File: src/rtl/uart_rx_pkg.sv
// Shared types and strobe-offset helpers for the UART receive path.
package uart_rx_pkg;

  typedef enum logic [2:0] {
    IDLE,
    START,
    DATA,
    PARITY,
    STOP
  } rx_state_t;

  // The three majority samples straddle mid-bit; the check pulse follows right after.
  function automatic int SAMPLE_FIRST(input int prescale);
    return prescale / 2 - 1;
  endfunction

  function automatic int SAMPLE_LAST(input int prescale);
    return prescale / 2 + 1;
  endfunction

  function automatic int CHECK_EDGE(input int prescale);
    return prescale / 2 + 2;
  endfunction

endpackage

File: src/rtl/uart_rx_edge_bit_counter.sv
// Oversampling edge counter and data-bit index counter for the UART receiver.
module uart_rx_edge_bit_counter #(
  parameter int PRESCALE   = 8,
  parameter int DATA_WIDTH = 8
) (
  input  logic                          clock,
  input  logic                          reset,
  input  logic                          count_enable,
  input  logic                          bit_clear,
  input  logic                          bit_advance,
  output logic [$clog2(PRESCALE)-1:0]   edge_count,
  output logic [$clog2(DATA_WIDTH)-1:0] bit_index
);

  localparam int EW = $clog2(PRESCALE);
  localparam logic [EW-1:0] LAST_EDGE = EW'(PRESCALE - 1);

  // NOTE: sequential state uses non-blocking assignments so every register
  // samples the pre-edge values of its peers, independent of block ordering.
  always_ff @(posedge clock) begin
    if (reset) begin
      edge_count <= '0;
      bit_index  <= '0;
    end else begin
      // Explicit wrap keeps non-power-of-two prescales correct.
      if (!count_enable || edge_count == LAST_EDGE) edge_count <= '0;
      else                                          edge_count <= edge_count + 1'b1;

      if (bit_clear)        bit_index <= '0;
      else if (bit_advance) bit_index <= bit_index + 1'b1;
    end
  end

endmodule

File: src/rtl/uart_rx_controller.sv
// Frame sequencer for the UART receiver: start detection, per-bit strobes,
// frame accept/drop decisions.
module uart_rx_controller
  import uart_rx_pkg::*;
#(
  parameter int PRESCALE   = 8,
  parameter int DATA_WIDTH = 8
) (
  input  logic                          clock,
  input  logic                          reset,
  input  logic                          rx_in,
  input  logic                          parity_enable,
  input  logic                          glitch,
  input  logic                          parity_error,
  input  logic                          stop_error,
  output logic                          sample_enable,
  output logic                          start_check_enable,
  output logic                          deser_enable,
  output logic                          parity_check_enable,
  output logic                          stop_check_enable,
  output logic [$clog2(PRESCALE)-1:0]   edge_count,
  output logic [$clog2(DATA_WIDTH)-1:0] bit_index,
  output logic                          data_valid,
  output logic                          frame_error,
  output logic                          busy
);

  localparam int EW = $clog2(PRESCALE);
  localparam int BW = $clog2(DATA_WIDTH);
  localparam logic [EW-1:0] LAST_EDGE = EW'(PRESCALE - 1);
  localparam logic [EW-1:0] SAMPLE_LO = EW'(SAMPLE_FIRST(PRESCALE));
  localparam logic [EW-1:0] SAMPLE_HI = EW'(SAMPLE_LAST(PRESCALE));
  localparam logic [EW-1:0] CHECK_AT  = EW'(CHECK_EDGE(PRESCALE));
  localparam logic [BW-1:0] FINAL_BIT = BW'(DATA_WIDTH - 1);

  rx_state_t state;
  logic      parity_latched;
  logic      last_edge;
  logic      final_bit;
  logic      count_enable;
  logic      bit_clear;
  logic      bit_advance;
  logic      check_edge;

  assign last_edge = (edge_count == LAST_EDGE);
  assign final_bit = (bit_index == FINAL_BIT);

  // The detect cycle is edge 0 of the start bit, so counting starts on it.
  assign count_enable = (state != IDLE) || !rx_in;
  assign bit_clear    = (state != DATA) || (last_edge && final_bit);
  assign bit_advance  = (state == DATA) && last_edge && !final_bit;
  assign busy         = (state != IDLE);

  uart_rx_edge_bit_counter #(
    .PRESCALE   (PRESCALE),
    .DATA_WIDTH (DATA_WIDTH)
  ) u_counter (
    .clock        (clock),
    .reset        (reset),
    .count_enable (count_enable),
    .bit_clear    (bit_clear),
    .bit_advance  (bit_advance),
    .edge_count   (edge_count),
    .bit_index    (bit_index)
  );

  always_ff @(posedge clock) begin
    if (reset) begin
      state          <= IDLE;
      parity_latched <= 1'b0;
      data_valid     <= 1'b0;
      frame_error    <= 1'b0;
    end else begin
      data_valid  <= 1'b0;
      frame_error <= 1'b0;
      unique case (state)
        IDLE: begin
          if (!rx_in) begin
            state          <= START;
            parity_latched <= parity_enable;
          end
        end
        START: begin
          if (last_edge) state <= glitch ? IDLE : DATA;
        end
        DATA: begin
          if (last_edge && final_bit) state <= parity_latched ? PARITY : STOP;
        end
        PARITY: begin
          if (last_edge) begin
            if (parity_error) begin
              state       <= IDLE;
              frame_error <= 1'b1;
            end else begin
              state <= STOP;
            end
          end
        end
        STOP: begin
          if (last_edge) begin
            state       <= IDLE;
            data_valid  <= !stop_error;
            frame_error <= stop_error;
          end
        end
        default: state <= IDLE;
      endcase
    end
  end

  // NOTE: every output of this always_comb gets a default first, so no path
  // leaves a value unassigned and no latch is inferred.
  always_comb begin
    sample_enable       = 1'b0;
    start_check_enable  = 1'b0;
    deser_enable        = 1'b0;
    parity_check_enable = 1'b0;
    stop_check_enable   = 1'b0;
    check_edge          = (edge_count == CHECK_AT);
    if (state != IDLE) begin
      sample_enable = (edge_count >= SAMPLE_LO) && (edge_count <= SAMPLE_HI);
      unique case (state)
        START:   start_check_enable  = check_edge;
        DATA:    deser_enable        = check_edge;
        PARITY:  parity_check_enable = check_edge;
        STOP:    stop_check_enable   = check_edge;
        default: ;
      endcase
    end
  end

endmodule

File: config.mk
export PLATFORM = sky130hd
export DESIGN_NAME = uart_rx_controller
export DESIGN_NICKNAME = d
export VERILOG_FILES = /design/src/rtl/uart_rx_pkg.sv /design/src/rtl/uart_rx_edge_bit_counter.sv /design/src/rtl/uart_rx_controller.sv
export SDC_FILE = /design/constraint.sdc
export NUM_CORES = 1
export LEC_CHECK = 0
export CORE_AREA = 2 2 46 48
export CTS_CLUSTER_DIAMETER = 80
export CTS_CLUSTER_SIZE = 20
export DETAILED_ROUTE_END_ITERATION = 10
export DIE_AREA = 0 0 48 50
export HOLD_SLACK_MARGIN = 0.02
export PLACE_DENSITY = 0.67
export SYNTH_ARGS = -nofsm -noshare
export SYNTH_HDL_FRONTEND = slang
export SYNTH_SLANG_ARGS = --single-unit
export TNS_END_PERCENT = 20
File: constraint.sdc
create_clock -name clock -period 1.6 [get_ports clock]
set_clock_uncertainty 0.2 [all_clocks]
set_input_delay 0.32 -clock clock [delete_from_list [all_inputs] [get_ports clock]]
set_output_delay 0.32 -clock clock [all_outputs]
set_load 0.1 [all_outputs]
# --- Word level (Yosys, flattened, before mapping) ---
# Cells that the tools add are included.
totals:
  reg_bits: 12
  latchBits: 0
  mem_bits_rw: 0
  rom_bits: 0
  inputBits: 7
  output_inout_bits: 14
  word_cells: 66
  mem_count: 0
op_classes:
  n_addsub: 2
  mul: 0
  div: 0
  magnitude_cmp: 2
  n_eq_ne: 13
  shifts: 0
  n_mux: 22
  bitwise: 3
  n_reduce_logical: 18
ops:
  columns: ["op", "count"]
  rows:
  - ["3-bit two-way mux", 7]
  - ["3-bit case mux with 5 select lines", 1]
  - ["3-bit equality test (second input constant)", 4]
  - ["1-bit two-way mux", 12]
  - ["2-bit inequality test (second input constant)", 4]
  - ["3-bit by 1-bit adder with 3-bit output (second input constant)", 2]
  - ["3-bit by 2-bit equality test with 1-bit output (second input constant)", 2]
  - ["5-bit AND reduction", 1]
  - ["1-bit logical AND", 4]
  - ["1-bit logical NOT", 4]
  - ["2-bit OR reduction", 2]
  - ["3-bit by 1-bit equality test with 1-bit output (second input constant)", 1]
  - ["3-bit by 2-bit greater-or-equal comparator with 1-bit output (second input constant)", 1]
  - ["3-bit less-or-equal comparator (second input constant)", 1]
  - ["3-bit logical NOT", 1]
  - ["1-bit logical OR", 3]
  - ["3-bit by 2-bit inequality test with 1-bit output (second input constant)", 1]
  - ["1-bit inverter", 3]
  - ["3-bit nonzero test", 1]
  - ["3-bit OR reduction", 1]
  - ["2-bit two-way mux", 1]
  - ["2-bit by 1-bit inequality test with 1-bit output (second input constant)", 1]
  - ["1-bit case mux with 2 select lines", 1]
  - ["2-bit AND reduction", 1]

# --- Longest topological paths before layout ---
# Gate-level depths: netlist of the first run.
depth:
  depth_word: 5
  depth_mapped: 5

# --- By module ---
# Synthesis of the first run repeated with hierarchy kept, for this count alone.
unflattened:
  hier_cells: 77
  area_unflattened_um2: 686.9
by_module_without_submodules:
  columns: ["module", "n_inst", "cells_each", "area_per_inst_um2", "seq_area_each_um2"]
  rows:
  - ["uart_rx_controller", 1, 56, 436.7, 120.1]
  - ["uart_rx_edge_bit_counter", 1, 21, 250.2, 120.1]

# --- Worst setup path after synthesis of the first run ---
# Ideal clock, no wire load.
synth_path:
  kind: "flip-flop to output port"
  start: "reg u_counter.edge_count[0]"
  end: "out sample_enable"
  arrival_ps: 3837
  required_time_ps: 1080
  path_slack_ps: -2757
  path_stages_with_launch: 5
  n_path_buf: 0
  path_cell_list: "dfxtp_1 -> ha_1 -> ha_1 -> a211oi_1 -> a211oi_1"
synth_between:
  elab_chain_len: 3
  word_cells_on_any_way: 4
  classes_between: "order compare: 2; mux: 1; reduce/logical: 1"
synth_lines:
  columns: ["element", "line", "rtl"]
  rows:
  - ["start: declaration", "uart_rx_edge_bit_counter.sv:11", "output logic [$clog2(PRESCALE)-1:0] edge_count,"]
  - ["start signal: assignment", "uart_rx_edge_bit_counter.sv:27", "else edge_count <= edge_count + 1'b1;"]
  - ["3-bit by 2-bit greater-or-equal comparator with 1-bit output / 3-bit less-or-equal comparator (equally long branches)", "uart_rx_controller.sv:121", "sample_enable = (edge_count >= SAMPLE_LO) && (edge_count <= SAMPLE_HI);"]
  - ["1-bit logical AND (*)", "uart_rx_controller.sv:121", null]
  - ["1-bit two-way mux (*)", "uart_rx_controller.sv:120", "if (state != IDLE) begin"]
  - ["end: declaration", "uart_rx_controller.sv:16", "output logic sample_enable,"]
# Mark *: on every way between the ends. The rest lies on a longest branch, timed or not.

# --- Final worst setup path of the first run ---
layout_path:
  start: "reg u_counter.edge_count[1]"
  end: "out sample_enable"
# The elaborated chain is that of the path after synthesis.

==> impl_metrics.csv, run 1 <==
group,metric,value,unit
status,status,"finished, violations left",
status,violations,"setup timing",
finish,fillers,109,
logic_synthesis,yosysWarnings,0,
place,place_congestion,0.6966,
hold_path,min_path_type,"reg2reg",
logic_synthesis,synthesis.nets,95,
power_and_ir_drop,power_density,637.2,nW/um^2
logic_synthesis,synth_top_cells_by_count,"12 x dfxtp_1, 9 x nor2_1, 8 x ha_1",
logic_synthesis,syn_avg_cell_area,9.228,um^2
routing,drt_iter0_drc,8,
power_and_ir_drop,p_sw,352.6,uW
logic_synthesis,synthCells,80,
logic_synthesis,synthFlopType,"dfxtp_1",
clocking,clk_path_buf_depth,2,
timing,max_slew_margin,79.24,%
logic_synthesis,muxShareOfSynthArea,5.424,%
power_and_ir_drop,vdd_drop_max,0.8416,mV
place,pre_cts_ws,-0.1060,ns
global_routing,antenna_found_initial,0,
floorplanning,core.rowCount,16,
clocking,cts_tree,"built",
logic_synthesis,synth-xor-area-share,0,%
place,placed_cells,142,
timing,setup_violations,16,
global_routing,grt_max_degree,13,
setup_path,cp_max_fo,5,
flow_run,maxCapViolCount,0,
setup_path,slowest_delay,0.38,ns
logic_synthesis,ys_ff_latch,12,
power_and_ir_drop,pwr-share-clk,26.1,%
logic_synthesis,synth_edf_count,0,
finish,layout.nets,140,
floorplanning,die-height,50,um
global_routing,gr-total-overflow,0,
floorplanning,dieArea,2400,um^2
place,hpwl,1553,um
clocking,holdBufCountCts,0,
setup_path,critical_path.top_delay_family,"flip-flops",
floorplanning,core_area,1902,um^2
routing,routed_wl,2227,um
power_and_ir_drop,power_frac_seq,35.0,%
global_routing,busiest_layer,"met2",
setup_path,cp_cell_sequence,"ha_4 > ha_4 > a211oi_4 > a211oi_4 > buf_12",
logic_synthesis,synthAdderAreaFrac,13.56,%
clocking,cts_sinks,12,
global_routing,use_met1,23.20,%
setup_path,critical_path_arrival,1.44,ns
global_routing,met3_usage,7.692,%
place,dpl-instance-area,1338,um^2
routing,viasPerCell,4.914,
floorplanning,initial_core_util,38.82,%
finish,stdcell_count,151,
finish,antenna_cells,0,
setup_path,critical_path_class,"reg2out",
floorplanning,fp.dieW,48,um
global_routing,use_met2,39.78,%
global_routing,grt_pass1_wl,3670,um
timing,timing.fmax,510.9,MHz
timing,fin_ws,-0.3575,ns
logic_synthesis,synth_top_family_by_area,"simple AND/OR/NAND/NOR gates",
power_and_ir_drop,power.leakage,0.5969,nW
place,port_buffers,20,
timing,tightest_slew,0.3114,ns
setup_path,worst_ep_required_time,1.08,ns
clocking,cts-root-buf,"clkbuf_4",
logic_synthesis,synth.top_cells.by_area,"dfxtp_1 33%, ha_1 14%, mux2i_1 5.4%",
timing,min_period,1.958,ns
timing,finalMaxSlewViolations,0,
routing,drt-pass1-iter-count,4,
clocking,numCtsBuffers,3,
finish,area_growth,106.4,%
global_routing,first_global_vias,767,
logic_synthesis,yosys.area_share.simple,28.14,%
setup_path,cp-end-kind,"output pin",
logic_synthesis,synth_top_area_cell,"dfxtp_1",
timing,rsz0062_at_grt,"true",
power_and_ir_drop,power.internal,618.5,uW
setup_path,worst-path-buf-inv,1,
logic_synthesis,yosysMostFrequentCell,"dfxtp_1",
logic_synthesis,seq_area_frac_synth,32.54,%
floorplanning,io_pins,21,
logic_synthesis,synth_top_area_share,32.54,%
power_and_ir_drop,finalPower,971.1,uW
logic_synthesis,ys_async_sr_fraction,0,%
clocking,clk_pin_slew_worst_paths,0.08,ns
routing,wl_per_cell,14.75,um
finish,drive_above_1_share,62.90,%
logic_synthesis,synth_cell_types,32,
finish,postLayoutCellArea,1524,um^2
logic_synthesis,synth_compound_area_share,13.22,%
routing,vias,742,
power_and_ir_drop,comb_power_share,38.9,%
timing,hold_viol,0,
clocking,worstSkewPairLatency,0.28,ns
power_and_ir_drop,swShare,36.31,%
routing,post-route-drc-count,0,
routing,antenna_left,0,
setup_path,crit_slowest_cell,"dfxtp_4",
logic_synthesis,syn-cell-area,738.2,um^2
clocking,cts.htree.levels,1,
setup_path,crit_path_start_kind,"register",
timing,min_period_over_period,122.3,%
finish,seqCellArea,254.0,um^2
global_routing,grt_use_total,22.33,%
finish,multi_input_area,629.4,um^2
[per-layer routing]
metal	routed length [um]	share of wire (%)	vias to the layer above
met5	0	0	-
met2	1226	55	14
met4	36	1.6	0
met3	109	4.9	4
li1	-	-	364
met1	854	38	360
[power groups by stage]
stage                     registers, mW  logic, mW  clock network [mW]
after global placement            0.340      0.328                   0
after detailed placement          0.341      0.332                   0
final                             0.340      0.378               0.253
after CTS                         0.338      0.363               0.260
after global routing              0.342      0.398               0.278
after floorplan                   0.382      0.154                   0
[placed cells by master (no fill, tap or decap), types with 2 or more instances in the layout]
| cell type | instances |
|---|---|
| ha_4 | 4 |
| nand2b_1 | 3 |
| a21oi_2 | 4 |
| nand3b_1 | 3 |
| ha_1 | 3 |
| buf_4 | 18 |
| nor3_2 | 2 |
| clkbuf_4 | 3 |
| nor3b_1 | 3 |
| buf_12 | 15 |
| nand2b_4 | 2 |
| nor3_4 | 2 |
| clkdlybuf4s50_1 | 6 |
| dfxtp_4 | 3 |
| a211oi_4 | 3 |
| mux2i_1 | 3 |
| dfxtp_2 | 2 |
| nor2_4 | 3 |
| buf_6 | 5 |
| dfxtp_1 | 7 |
| nor2_1 | 6 |
| inv_2 | 3 |
| inv_1 | 2 |
[worst reg2reg max path: cells and delay by family (launching register included)]
family / cells / cell delay [ns]
adders and majority gates: 2 / 0.34
muxes: 1 / 0.22
AOI/OAI and AO/OA: 1 / 0.23
DFF: 1 / 0.38
buffers and inverters: 3 / 0.35
[final timing paths]
kind / from / to / slack, ns / depth (start not counted)
max: u_counter.edge_count[1] / sample_enable / -0.36 / 5
min: u_counter.edge_count[1] / u_counter.edge_count[1] / 0.38 / 2
max reg2reg: u_counter.edge_count[1] / state[1] / -0.20 / 7
min reg2reg: u_counter.edge_count[1] / u_counter.edge_count[1] / 0.38 / 2
[timing repair]
| item | CTS | global route |
|---|---|---|
| hold endpoints to repair | 0 | 0 |
| buffers inserted | 3 | 2 |
| resized for setup | 17 | 11 |
| endpoints found under the setup margin | 10 | 15 |
| pin swaps | 8 | 4 |
[final cells by class]
class | count | share of cell area (%)
flip-flops and latches | 12 | 16.67
inverters | 5 | 1.232
well taps | 27 | 2.217
multi-input cells | 59 | 41.30
clock buffers | 4 | 2.381
repair buffers | 44 | 36.21
[per-stage QoR]
stage	utilization (%)	setup TNS (ns)	hold WS, ns
global route	80.13	-3.313	0.3917
global placement	70.33	-0.3310	0.3431
finish	80.13	-2.439	0.3828
CTS	76.91	-1.628	0.3796
floorplan	-	-5.810	0.1891
detailed placement	70.33	-0.4591	0.3702
[kinds of logic (layout without fill, tap and decap cells)]
kind of cell,count (synthesis),in the layout
flip-flops,12,12
AND/OR/NAND/NOR,34,34
buffers and inverters,9,53
multiplexers,4,4
adder cells (fa/ha/maj),8,8
AO/OA/AOI/OAI,13,13
[registers in the layout, summed over array words and instances (netlist names)]
name / flops
data_valid: 1
u_counter.edge_count: 3
parity_latched: 1
u_counter.bit_index: 3
frame_error: 1
state: 3
(Power assumes the default switching activity.)
==> run 2: changes to the inputs <==
--- a/config.mk
+++ b/config.mk
@@ -10,8 +10,10 @@
 export CTS_CLUSTER_SIZE = 20
 export DETAILED_ROUTE_END_ITERATION = 10
 export DIE_AREA = 0 0 48 50
+export DONT_BUFFER_PORTS = 1
 export HOLD_SLACK_MARGIN = 0.02
-export PLACE_DENSITY = 0.67
+export PLACE_DENSITY = 0.52
+export RECOVER_POWER = 100
 export SYNTH_ARGS = -nofsm -noshare
 export SYNTH_HDL_FRONTEND = slang
 export SYNTH_SLANG_ARGS = --single-unit
==> run 2 against run 1 <==
Effect of this change:
- clock power fell by 19%
- fmax rose by 1.1%
- the run still ends with setup timing left
- sequential power barely moved
==> impl_metrics.csv, run 2 (synthesis gave the netlist of run 1 again) <==
group,metric,value,unit
timing,timing.fmax,516.2,MHz
routing,antenna_left,0,
setup_path,critical_path_class,"reg2out",
timing,setup_violations,7,
timing,hold_viol,0,
status,status,"finished, violations left",
setup_path,critical_path_arrival,1.42,ns
floorplanning,dieArea,2400,um^2
setup_path,worst_ep_required_time,1.08,ns
clocking,numCtsBuffers,3,
global_routing,first_global_vias,683,
floorplanning,die-height,50,um
global_routing,grt_use_total,17.33,%
power_and_ir_drop,power_density,680.8,nW/um^2
setup_path,crit_path_start_kind,"register",
routing,drt_iter0_drc,8,
clocking,worstSkewPairLatency,0.28,ns
timing,min_period_over_period,121.1,%
floorplanning,core.rowCount,16,
place,placed_cells,131,
setup_path,cp_max_fo,5,
global_routing,grt_max_degree,11,
finish,mostFrequentLayoutCells,"15 x buf_4, 8 x clkbuf_4, 7 x nor2_1",
setup_path,reg2reg_slack,-0.07,ns
power_and_ir_drop,vdd_drop_max,0.5271,mV
finish,reg_top3,"state (3), u_counter.bit_index (3), u_counter.edge_count (3)",
finish,fillers,160,
timing,min_period,1.937,ns
finish,area_growth,66.61,%
clocking,cts_sinks,12,
clocking,clk_pin_slew_worst_paths,0.09,ns
status,violations,"setup timing",
timing,max_slew_margin,78.58,%
setup_path,rr_worst_depth,5,
routing,post-route-drc-count,0,
routing,vias,664,
floorplanning,core_area,1902,um^2
global_routing,antenna_found_initial,0,
global_routing,gr-total-overflow,0,
finish,multi_input_area,560.5,um^2
finish,drive_above_1_share,53.10,%
setup_path,r2r_end,"state[1]",
floorplanning,initial_core_util,38.82,%
hold_path,min_path_type,"in2reg",
finish,final_common_cell,"buf_4",
power_and_ir_drop,power.leakage,0.4802,nW
setup_path,crit_path_end,"sample_enable",
clocking,cts_tree,"built",
place,port_buffers,0,
routing,viasPerCell,4.743,
timing,tightest_slew,0.3183,ns
timing,finalSetupTns,-1.582,ns
hold_path,hold_depth,2,
setup_path,crit_start,"u_counter.edge_count[1]",
power_and_ir_drop,finalPower,837.3,uW
global_routing,grt_pass1_wl,3036,um
flow_run,maxCapViolCount,0,
clocking,cts.htree.levels,1,
timing,rsz0062_at_grt,"true",
routing,wl_per_cell,12.09,um
setup_path,cp-end-kind,"output pin",
finish,layout.nets,129,
timing,finalMaxSlewViolations,0,
floorplanning,io_pins,21,
routing,routed_wl,1693,um
clocking,clk_path_buf_depth,2,
finish,antenna_cells,0,
timing,fin_ws,-0.3372,ns
floorplanning,fp.dieW,48,um
finish,seqCellArea,255.2,um^2
setup_path,r2r_start,"u_counter.edge_count[1]",
timing,holdWs,0.03287,ns
finish,stdcell_count,140,
routing,drt-pass1-iter-count,4,
place,place_congestion,0.7425,
place,hpwl,1289,um
clocking,cts-root-buf,"clkbuf_4",
## run 2: cell types whose count changed in the layout (fill, tap and decap cells not counted), sizes merged
cell | previous run | this run
clkbuf | 4 | 10
buf | 38 | 24
dlygate4sd3 | 0 | 3
clkdlybuf4s50 | 6 | 0
## run 2: worst min path at each step
stage	slack (ns)	start	to
finish	0.03	reset	u_counter.edge_count[2]
global route	0.03	reset	u_counter.edge_count[2]
CTS	0.02	reset	u_counter.edge_count[2]
detailed placement	0.20	reset	state[2]
global placement	0.20	reset	parity_latched
floorplan	0.19	reset	state[2]
## run 2: metal layers
metal | vias up | routed length [um] | GRT usage (%)
li1 | 347 | - | -
met1 | 295 | 798 | 22.25
met4 | 0 | 14 | 8.108
met3 | 2 | 89 | 2.930
met5 | - | 0 | 0
met2 | 20 | 791 | 27.11
## run 2: report_power, final
group | switching (mW) | internal, mW
sequential | 0.0234 | 0.313
clock | 0.110 | 0.0965
combinational | 0.182 | 0.112
total | 0.316 | 0.522
## run 2: critical path: stages (launching register included)
cell	delay, ns
dfxtp_4	0.38
ha_4	0.17
ha_4	0.15
a211oi_4	0.19
a211oi_4	0.06
buf_12	0.17
## run 2: layout make-up
cell class,count,share of cell area (%)
Multi-Input combinational cell,59,45.57
Timing Repair Buffer,33,27.06
Sequential cell,12,20.75
Inverter,5,1.729
Clock buffer,4,2.136
Tap cell,27,2.747
## run 2: through the flow
stage,area (um^2),util (%),setup WS [ns]
after floorplan,842.1,-,-0.6869
after global placement,1115,58.62,-0.08459
after detailed placement,1115,58.62,-0.09759
after CTS,1240,65.20,-0.3523
after global routing,1230,64.67,-0.3822
final,1230,64.67,-0.3372
## run 2: timing repair
| item | in CTS | in global routing |
|---|---|---|
| setup endpoints to repair | 12 | 9 |
| pin swaps | 6 | 1 |
| endpoints found under the hold margin | 6 | 0 |
| hold buffers | 3 | 0 |
| buffers inserted | 2 | 0 |
| resized for setup | 15 | 3 |
